<file path="config.mk">
export PLATFORM = sky130hd
export DESIGN_NAME = walksat_ctrl
export DESIGN_NICKNAME = d
export VERILOG_FILES = /design/src/rtl/walksat_ctrl.sv
export SDC_FILE = /design/constraint.sdc
export NUM_CORES = 1
export LEC_CHECK = 0
export ABC_AREA = 1
export ABC_CLOCK_PERIOD_IN_PS = 2100
export CELL_PAD_IN_SITES_DETAIL_PLACEMENT = 1
export CELL_PAD_IN_SITES_GLOBAL_PLACEMENT = 1
export CORE_MARGIN = 1
export CORE_UTILIZATION = 33
export CTS_CLUSTER_SIZE = 8
export DETAILED_ROUTE_END_ITERATION = 10
export PLACE_DENSITY = 0.88
export SETUP_SLACK_MARGIN = 0.4
export SLEW_MARGIN = 40
export SYNTH_ARGS = -nofsm -noshare
export SYNTH_HDL_FRONTEND = slang
export SYNTH_SLANG_ARGS = --single-unit
</file>
<file path="constraint.sdc">
create_clock -name clk_i -period 2.1 [get_ports clk_i]
set_clock_uncertainty 0.1 [all_clocks]
set_input_delay 0.315 -clock clk_i [delete_from_list [all_inputs] [get_ports clk_i]]
set_output_delay 0.315 -clock clk_i [all_outputs]
set_load 0.01 [all_outputs]
</file>
<file path="src/rtl/walksat_ctrl.sv">
// WalkSAT-style local-search controller: owns the variable assignment, picks a random
// unsatisfied clause, flips one of its variables and retries until sat or out of budget.
module walksat_ctrl #(
    parameter int N     = 3,
    parameter int M     = 4,
    parameter int FLIPS = 8,
    parameter int TRIES = 4,
    localparam int FCW  = $clog2(FLIPS + 1),
    localparam int TCW  = $clog2(TRIES + 1)
) (
    input  logic             clk_i,
    input  logic             reset_ni,
    input  logic             start_i,
    input  logic             abort_i,
    input  logic [31:0]      rand_i,
    input  logic [M-1:0]     clause_sat_i,
    input  logic [M*N-1:0]   clause_vars_i,
    output logic [N-1:0]     assign_o,
    output logic [N-1:0]     flip_mask_o,
    output logic [FCW-1:0]   flip_count_o,
    output logic [TCW-1:0]   try_count_o,
    output logic             busy_o,
    output logic             done_o,
    output logic             found_o
);

    localparam int CW = (M > 1) ? $clog2(M) : 1;
    localparam int VW = (N > 1) ? $clog2(N) : 1;
    localparam int MW = $clog2(N + 1);

    typedef enum logic [2:0] {
        S_IDLE,
        S_INIT,
        S_EVAL,
        S_SCAN_C,
        S_SCAN_V,
        S_FLIP,
        S_DONE
    } state_t;

    state_t          state_q, state_d;
    logic [N-1:0]    assign_q, assign_d;
    logic [N-1:0]    flip_mask_q, flip_mask_d;
    logic [FCW-1:0]  flip_count_q, flip_count_d;
    logic [TCW-1:0]  try_count_q, try_count_d;
    logic            found_q, found_d;
    logic [M-1:0]    unsat_q, unsat_d;
    logic [CW-1:0]   c_q, c_d;
    logic [VW-1:0]   v_q, v_d;
    logic [MW-1:0]   miss_q, miss_d;

    logic [N-1:0]    vars_row [M];
    logic            var_hit;
    logic [N-1:0]    one_hot_v;

    genvar gi;
    generate
        for (gi = 0; gi < M; gi++) begin : g_rows
            assign vars_row[gi] = clause_vars_i[gi*N +: N];
        end
    endgenerate

    assign var_hit   = vars_row[c_q][v_q];
    assign one_hot_v = N'(1) << v_q;

    always_comb begin
        state_d      = state_q;
        assign_d     = assign_q;
        flip_mask_d  = flip_mask_q;
        flip_count_d = flip_count_q;
        try_count_d  = try_count_q;
        found_d      = found_q;
        unsat_d      = unsat_q;
        c_d          = c_q;
        v_d          = v_q;
        miss_d       = miss_q;

        // Abort freezes assignment and counters; only the run status is dropped.
        if (abort_i) begin
            state_d = S_IDLE;
            found_d = 1'b0;
        end else begin
            case (state_q)
                S_IDLE, S_DONE: begin
                    if (start_i) begin
                        state_d      = S_INIT;
                        found_d      = 1'b0;
                        flip_count_d = '0;
                        try_count_d  = '0;
                    end
                end
                S_INIT: begin
                    assign_d     = rand_i[N-1:0];
                    flip_mask_d  = '0;
                    flip_count_d = '0;
                    try_count_d  = try_count_q + TCW'(1);
                    state_d      = S_EVAL;
                end
                S_EVAL: begin
                    if (&clause_sat_i) begin
                        state_d = S_DONE;
                        found_d = 1'b1;
                    end else if (flip_count_q == FCW'(FLIPS) && try_count_q == TCW'(TRIES)) begin
                        state_d = S_DONE;
                        found_d = 1'b0;
                    end else if (flip_count_q == FCW'(FLIPS)) begin
                        state_d = S_INIT;
                    end else begin
                        unsat_d = ~clause_sat_i;
                        c_d     = CW'(rand_i[15:8] % M);
                        state_d = S_SCAN_C;
                    end
                end
                S_SCAN_C: begin
                    if (unsat_q[c_q]) begin
                        v_d     = VW'(rand_i[23:16] % N);
                        miss_d  = '0;
                        state_d = S_SCAN_V;
                    end else if (c_q == CW'(M - 1)) begin
                        c_d = '0;
                    end else begin
                        c_d = c_q + CW'(1);
                    end
                end
                S_SCAN_V: begin
                    if (var_hit) begin
                        state_d = S_FLIP;
                    end else if (miss_q == MW'(N - 1)) begin
                        // Every variable slot missed: an empty clause can never be satisfied.
                        state_d = S_DONE;
                        found_d = 1'b0;
                    end else begin
                        miss_d = miss_q + MW'(1);
                        v_d    = (v_q == VW'(N - 1)) ? '0 : v_q + VW'(1);
                    end
                end
                S_FLIP: begin
                    assign_d     = assign_q ^ one_hot_v;
                    flip_mask_d  = one_hot_v;
                    flip_count_d = flip_count_q + FCW'(1);
                    state_d      = S_EVAL;
                end
                default: state_d = S_IDLE;
            endcase
        end
    end

    always_ff @(posedge clk_i or negedge reset_ni) begin
        if (!reset_ni) begin
            state_q      <= S_IDLE;
            assign_q     <= '0;
            flip_mask_q  <= '0;
            flip_count_q <= '0;
            try_count_q  <= '0;
            found_q      <= 1'b0;
            unsat_q      <= '0;
            c_q          <= '0;
            v_q          <= '0;
            miss_q       <= '0;
        end else begin
            state_q      <= state_d;
            assign_q     <= assign_d;
            flip_mask_q  <= flip_mask_d;
            flip_count_q <= flip_count_d;
            try_count_q  <= try_count_d;
            found_q      <= found_d;
            unsat_q      <= unsat_d;
            c_q          <= c_d;
            v_q          <= v_d;
            miss_q       <= miss_d;
        end
    end

    assign assign_o     = assign_q;
    assign flip_mask_o  = flip_mask_q;
    assign flip_count_o = flip_count_q;
    assign try_count_o  = try_count_q;
    assign found_o      = found_q;
    assign done_o       = (state_q == S_DONE);
    assign busy_o       = (state_q != S_IDLE) && (state_q != S_DONE);

endmodule

</file>
# Yosys cells after proc, flatten, opt, wreduce, memory -nomap -nowiden
# Cells that the tools add are included.
# Widths: inputs -> output; s select.
# word_totals
wordCells	118
in_bits	52
reg_bits	27
# classes
addsub	5
n_reduce_logical	21
n_shift	1
order_cmp	3
n_div	1
eq_ne	26
bitwise	7
n_mux	44
# ops
op	count
$mod 8x2->32 const B	1
$mux 3	10
$mux 2	13
$pmux 3 s2	3
$ne 2x2->1 const B	8
$ne 3x3->1 const B	5
$pmux 3 s5	1
$reduce_and 5->1	3
$eq 3x3->1 const B	4
$pmux 2 s2	3
$pmux 4 s3	1
$reduce_and 3->1	3
$mux 1	8
$ne 4x4->1 const B	2
$reduce_bool 2->1	4
$add 2x1->2 const B	3
$bmux 3 s2	1
$eq 2x2->1 const B	3
$eq 3x2->1 const B	2
$lt 2x3->1 const B	2
$reduce_and 6->1	1
$reduce_bool 3->1	2
$add 4x1->4 const B	1
$bmux 1 s2	2
17 further kinds	22

# Logic depth before layout (Yosys ltp)
# Gate-level depths: netlist (run 1).
# depth
word_depth	9
ltp_mapped	34
ltp_nobuf	33

# Worst setup path before layout (run 1)
# No wires, ideal clock.
# synth_path
path_type	input to register
startpoint	input port rand_i[22]
endpoint	register v_q[1]
required_time_ps	1882
n_path_buf	1
arrival_ps	3450
setup_time_ps	118
slack_ps	-1567
path_stages	33
path_cell_list	dlygate4sd1_1 ha_1 inv_1 nand2_1 nand2_1 nand2_1 nand3_1 o211ai_2 o21ai_2 nand2_1 nand2_1 nand3_1 nand2_2 inv_4 nand3_4 nand2_1 nand2_1 inv_1 ha_1 inv_1 nand3_2 nor3_4 nand2_2 xor2_1 ha_1 inv_1 nand3_2 nor2_4 nand3_1 nand2_1 nand3_1 nand2_1 nand2_1
# synth_between
elab_chain_len	3
# synth_lines
item	line_no	source
start, declared	15	input logic [31:0] rand_i,
$mod 8x2->32	116	v_d = VW'(rand_i[23:16] % N);
$mux 2	115	if (unsat_q[c_q]) begin
$pmux 2 s2	83	case (state_q)
end signal, assigned	169	v_q <= v_d;
end, declared	49	logic [VW-1:0] v_q, v_d;
# No other way between the ends. The select of a mux whose other input is x is not followed.
# A chain may end at the register's enable or synchronous reset.

# Final worst setup path (run 1)
# layout_path
startpoint	input port rand_i[23]
endpoint	register v_q[0]
# Same word-level chain as after synthesis.

==> results of run 1 <==
==> path summary, 6_finish.rpt <==
kind	start	end	slack (ns)	depth (start not counted)
max in group asynchronous	reset_ni	state_q[0]	1.29	2
hold reg to reg	assign_o[2]	assign_o[2]	0.42	1
setup / recovery	rand_i[23]	v_q[0]	-1.61	33
setup reg to reg	v_q[1]	state_q[0]	-0.02	11
min in group clk_i	assign_o[2]	assign_o[2]	0.42	1
hold / removal	reset_ni	v_q[0]	0.30	2
==> metal layers <==
metal | up-vias | track usage (%) | wire length, microns
met1 | 1535 | 33.58 | 5056
met4 | 0 | 6.426 | 544
met5 | - | 0 | 0
met2 | 143 | 50.30 | 6443
li1 | 1333 | - | -
met3 | 60 | 4.274 | 554
==> registers in the layout (all words and copies together), names as in the netlist <==
signal / count
flip_mask_o: 3
try_count_o: 3
unsat_q: 4
found_o: 1
assign_o: 3
v_q: 2
flip_count_o: 4
miss_q: 2
c_q: 2
state_q: 3
==> area by class of cell <==
| class | instances | area share [%] |
|---|---|---|
| repair buffers | 142 | 30.28 |
| well taps | 77 | 2.301 |
| clock buffers | 3 | 0.9863 |
| flip-flops and latches | 27 | 16.26 |
| inverters | 49 | 4.812 |
| clock inverters | 1 | 0.1793 |
| multi-input cells | 229 | 45.19 |
==> metrics by stage <==
step | setup TNS [ns] | worst slack [ns] | instances | power, mW
detailed placement | -3.972 | -1.990 | 474 | 2.469
floorplan | -2.652 | -1.326 | 310 | 1.755
CTS | -2.440 | -1.261 | 506 | 3.419
global placement | -3.584 | -1.796 | 474 | 2.379
finish | -3.214 | -1.613 | 528 | 4.371
global route | -3.749 | -1.796 | 528 | 4.526
==> cells in the mapped netlist <==
cell type      count
nand2_1           63
inv_1             43
nand3_1           30
o21ai_0           30
dfrtp_1           27
nor2_1            27
a21oi_1           12
ha_1               9
nand3_2            8
nand2_2            7
nand4_1            7
nor3_1             7
inv_2              4
clkbuf_1           3
o211ai_1           3
o32ai_1            3
xor2_1             3
a31oi_1            2
and3_1             2
inv_4              2
nand3_4            2
o21ai_1            2
o31ai_1            2
a211oi_1           1
clkbuf_8           1
dlygate4sd1_1      1
mux2i_1            1
nand4_2            1
nor2_4             1
nor3_4             1
o2111ai_1          1
o211ai_2           1
o21ai_2            1
o221ai_1           1
o22ai_1            1
==> where the power goes <==
group	switching [mW]	total [mW]	internal, mW
clock network	0.205	0.341	0.136
logic	1.73	3.11	1.38
registers	0.233	0.921	0.689
==> cell families (layout without fill, tap and decap cells) <==
family                   after synthesis  after routing  synth area share (%)
AO/OA/AOI/OAI                         60             60                 16.05
AND/OR/NAND/NOR                      156            156                 35.79
XOR/XNOR                               3              3                 1.209
adder cells (fa/ha/maj)                9              9                 5.178
flip-flops                            27             27                 31.07
multiplexers                           1              1                0.4603
buffers and inverters                 54            195                 10.24
==> what timing repair did <==
item                       4_1_cts  5_1_grt
pin swaps                       32       25
setup endpoints to repair       27       33
gates cloned                     0        0
setup buffers                   28       22
gates resized for setup        105      104
==> worst register-to-register path, cell delays in order, from the launching register on <==
cell      delay, ns
dfrtp_1        0.44
inv_1          0.11
nand2_1        0.18
inv_1          0.13
nand2_1        0.15
nand3_4        0.13
o31ai_4        0.23
nand2_1        0.12
nand2_2        0.10
inv_4          0.07
o211ai_1       0.10
o21ai_1        0.14
==> placed cells by master, fill, tap and decap left out, drive strengths merged <==
| master | Yosys | layout |
|---|---|---|
| clkdlybuf4s50 | 0 | 39 |
| clkbuf | 4 | 3 |
| a211oi | 1 | 1 |
| inv | 49 | 48 |
| o221ai | 1 | 1 |
| nor3 | 8 | 8 |
| o32ai | 3 | 3 |
| nand2 | 70 | 70 |
| xor2 | 3 | 3 |
| nand3 | 40 | 40 |
| dlymetal6s2s | 0 | 3 |
| dlygate4sd2 | 0 | 2 |
| a31oi | 2 | 2 |
| o2111ai | 1 | 1 |
| o211ai | 4 | 4 |
| a21oi | 12 | 12 |
| ha | 9 | 9 |
| o22ai | 1 | 1 |
| nor2 | 28 | 28 |
| mux2i | 1 | 1 |
| and3 | 2 | 2 |
| buf | 0 | 98 |
| o21ai | 33 | 33 |
| nand4 | 8 | 8 |
| clkinvlp | 0 | 1 |
| dfrtp | 27 | 27 |
| clkinv | 0 | 1 |
| o31ai | 2 | 2 |
==> results.ini, run 1 <==
[die]
fp.coreArea_sq_um=6350
fp.dieW_microns=83.18
die-area_sq_um=6918
ioPinCount=68
die_y_microns=83.18
row_count=29
start_util_pct=34.25

[clock_network]
insertion_delay_ns=0.30
postCtsHoldBufs=0
clock_path_buffers=2
cts_tree=done
tritoncts.num_buffers=3
path_clk_slew_ns=0.12
cts-root-buf=clkbuf_8
clock-sinks=27
h-tree-depth=1

[sta]
hold_slack_ns=0.2983
setup_violations=3
post-route-period-util_pct=176.8
hold_violations=0
worst_pin_slew_ns=0.4887
setup_slack_ns=-1.613
drv_slew=0
slew-limit-headroom_pct=67.42
min_period_ns=3.713
fmax_ghz=0.2693
rsz0062_at_grt=yes

[grt]
grt_overflow_total=0
grt_pass1_vias=2977
grt_pass1_wl_microns=15280
grtUsageTotal_pct=27.47
grt_antenna_before_repair=0
grt_start_max_net_pins=28

[detailed_routing]
vias_per_cell=5.816
first_pass_iters=4
vias=3071
drc=0
wl_per_cell_microns=23.86
drtIter0Drc=196
totalWireLength_microns=12600
ant_nets=0

[logic_synthesis]
synth_cells=310
ys_warn_count=0
yosysTopAreaCell=dfrtp_1
syn_avg_cell_area_sq_um=7.015
synth_top_area_share_pct=31.07
synth_area_sq_um=2175
synth_nets=371
yosysSeqAreaShare_pct=31.07
synthTopCellsByArea=dfrtp_1, nand2_1, inv_1
synth-seq-cells=27
synth_cell_type_count=35

[placed_design]
portBuffers=48
routabilityCongestion=0.7793
dpl_cell_area_sq_um=3085
place_hpwl_microns=5390

[layout]
fin_area_sq_um=4187
multiInputGateArea_sq_um=1892
layout.nets=513
drive_gt1_share_pct=53.88
syn_to_final_growth_pct=92.52
regArea_sq_um=680.7
fillers=728
diodes=0
final_util_pct=65.93

[min_path]
hp-class=input port to async pin

[critical_path]
worst_path_dominant_cell_family=simple AND/OR/NAND/NOR gates
arrival_ns=3.81
worstPathMaxFanout=4
worstPathRequired_ns=2.20
cp_num_buf_inv=7
crit_path_start_kind=input port
end_kind=flip-flop
critPathSlowestCell=ha_4
slowest_delay_ns=0.22
crit_top_cell=nand2_2
crit_type=input port to flip-flop

[pwr]
p_leak_nw=1.938
power.density_nw_per_um2=1044
ir_worst_vdd_mv=0.7360

[run_status]
status=finished, violations left
violations=setup timing

[run]
cap_violations=0

Note: power is estimated with default switching activity, not from simulation.
==> run 2, diff against run 1 <==
--- a/config.mk
+++ b/config.mk
@@ -6,14 +6,14 @@
 export NUM_CORES = 1
 export LEC_CHECK = 0
 export ABC_AREA = 1
-export ABC_CLOCK_PERIOD_IN_PS = 2100
+export ABC_CLOCK_PERIOD_IN_PS = 3340
 export CELL_PAD_IN_SITES_DETAIL_PLACEMENT = 1
 export CELL_PAD_IN_SITES_GLOBAL_PLACEMENT = 1
 export CORE_MARGIN = 1
-export CORE_UTILIZATION = 33
+export CORE_UTILIZATION = 30
 export CTS_CLUSTER_SIZE = 8
 export DETAILED_ROUTE_END_ITERATION = 10
-export PLACE_DENSITY = 0.88
+export PLACE_DENSITY = 0.85
 export SETUP_SLACK_MARGIN = 0.4
 export SLEW_MARGIN = 40
 export SYNTH_ARGS = -nofsm -noshare
==> constraint.sdc (replaced) <==
create_clock -name clk_i -period 3.34 [get_ports clk_i]
set_clock_uncertainty 0.1 [all_clocks]
set_input_delay 0.501 -clock clk_i [delete_from_list [all_inputs] [get_ports clk_i]]
set_output_delay 0.501 -clock clk_i [all_outputs]
set_load 0.01 [all_outputs]
==> results.ini, run 2 (synthesized netlist as in run 1, its figures left out) <==
[grt]
grt_antenna_before_repair=0
grt_pass1_vias=2541
grt_pass1_wl_microns=11820
grt_overflow_total=0
grtUsageTotal_pct=19.36
grt_start_max_net_pins=28

[critical_path]
worstPathMaxFanout=4
crit_top_cell=nand2_2
rr_endpoint=v_q[1]
critPathSlowestCell=ha_4
worst_path_dominant_cell_family=simple AND/OR/NAND/NOR gates
crit_path_start_kind=input port
crit_end=v_q[1]
rr_startpoint=state_q[2]
end_kind=flip-flop
startpoint=rand_i[23]
reg2regPathDepth=8
slowest_delay_ns=0.22
crit_type=input port to flip-flop
r2r_slack_ns=0.76
worstPathRequired_ns=3.42
arrival_ns=3.59
path_depth=33
cp_num_buf_inv=7

[layout]
fillers=882
syn_to_final_growth_pct=47.41
fin_area_sq_um=3206
drive_gt1_share_pct=23.33
multiInputGateArea_sq_um=1440
layout.nets=452
regArea_sq_um=675.6
final_cell_mix=nand2_1, clkdlybuf4s50_1, inv_1
diodes=0
final_common_cell=nand2_1

[detailed_routing]
drc=0
vias=2435
drtIter0Drc=101
ant_nets=0
vias_per_cell=5.010
totalWireLength_microns=6979
first_pass_iters=4
wl_per_cell_microns=14.36

[pwr]
power_frac_seq_pct=31.2
power.density_nw_per_um2=544.2
p_leak_nw=1.473
ir_worst_vdd_mv=0.2971
switching_share_pct=46.10
internal_power_mw=0.9403
p_comb_share_pct=57.4
power.total_mw=1.744
p_switching_mw=0.8041
power.share.clock_pct=11.5

[placed_design]
portBuffers=48
place_hpwl_microns=5119
dpl_cell_area_sq_um=2939
routabilityCongestion=0.8436

[sta]
post-route-period-util_pct=105.0
fmax_ghz=0.2851
drv_slew=0
worst_pin_slew_ns=0.7166
setup_violations=2
min_period_ns=3.507
slew-limit-headroom_pct=52.18
hold_violations=0
setup_slack_ns=-0.1673
hold_slack_ns=0.3813
rsz0062_at_grt=yes

[die]
die-area_sq_um=7593
die_y_microns=87.14
row_count=30
start_util_pct=31.49
fp.dieW_microns=87.14
fp.coreArea_sq_um=6907
ioPinCount=68

[clock_network]
insertion_delay_ns=0.29
cts_tree=done
clock-sinks=27
h-tree-depth=1
cts-root-buf=clkbuf_8
postCtsHoldBufs=0
path_clk_slew_ns=0.10
tritoncts.num_buffers=3
clock_path_buffers=2

[run_status]
violations=setup timing
status=finished, violations left

[min_path]
hp-class=flip-flop to flip-flop
hold_depth=2

[run]
cap_violations=0

==> run 2: changes by cell type in the layout (fill, tap and decap cells not counted), moves of 8 or more <==
cell     delta
buf_4      -43
buf_6      -19
inv_1      +12
inv_2       -9
nand2_1    +19
nand2_2    -12
nand3_1     +8
nand3_2     -8
nor2_1     +17
nor2_4     -10
o21ai_0    +19
o21ai_1    -10
==> run 2: layout make-up <==
type / count / share of cell area [%]
timing repair buffer: 81 / 22.76
clock buffer: 3 / 1.288
clock inverter: 1 / 0.2342
multi-input combinational: 229 / 44.93
tap: 96 / 3.747
inverter: 49 / 5.972
sequential: 27 / 21.08
==> run 2: what timing repair did <==
item | CTS | global route
pin swaps | 17 | 8
gates cloned | 0 | 0
setup endpoints to repair | 2 | 2
buffers inserted | 9 | 2
gates resized for setup | 25 | 14
==> run 2: per-layer routing <==
| layer | up-vias | routed length, microns | global-route usage [%] |
|---|---|---|---|
| met5 | - | 0 | 0 |
| met4 | 0 | 45 | 3.130 |
| met3 | 6 | 258 | 3.318 |
| met1 | 1190 | 3077 | 24.78 |
| li1 | 1197 | - | - |
| met2 | 42 | 3598 | 34.65 |
==> run 2: power groups by stage <==
stage / clock (mW) / sequential, mW / combinational [mW]
floorplan: 0 / 0.519 / 0.578
detailed placement: 0 / 0.549 / 0.919
finish: 0.200 / 0.544 / 1.00
global placement: 0 / 0.544 / 0.874
global route: 0.219 / 0.562 / 1.12
CTS: 0.206 / 0.544 / 0.972
==> run 2: worst register-to-register path, stage by stage (launching register included) <==
cell	delay [ns]
dfrtp_1	0.48
inv_1	0.15
nor3_1	0.48
inv_1	0.29
nor2_1	0.23
o2111ai_1	0.37
a21oi_1	0.28
nand2_1	0.08
nand2_1	0.05
==> run 2: worst min path at each step <==
stage	from	to
6_report	found_o	found_o
4_1_cts	found_o	found_o
3_5_place_dp	found_o	found_o
5_1_grt	found_o	found_o
2_1_floorplan	reset_ni	assign_o[0]
3_3_place_gp	found_o	found_o
==> run 2: per-stage QoR <==
| step | setup TNS (ns) | utilization [%] | setup slack (ns) | cells |
|---|---|---|---|---|
| after floorplan | -0.5443 | - | -0.2722 | 310 |
| after global placement | -1.518 | 42.55 | -0.7594 | 471 |
| after detailed placement | -1.911 | 42.55 | -0.9578 | 471 |
| after CTS | -0.2894 | 45.09 | -0.1488 | 484 |
| after global routing | -0.7264 | 46.41 | -0.3703 | 486 |
| final | -0.3065 | 46.41 | -0.1673 | 486 |
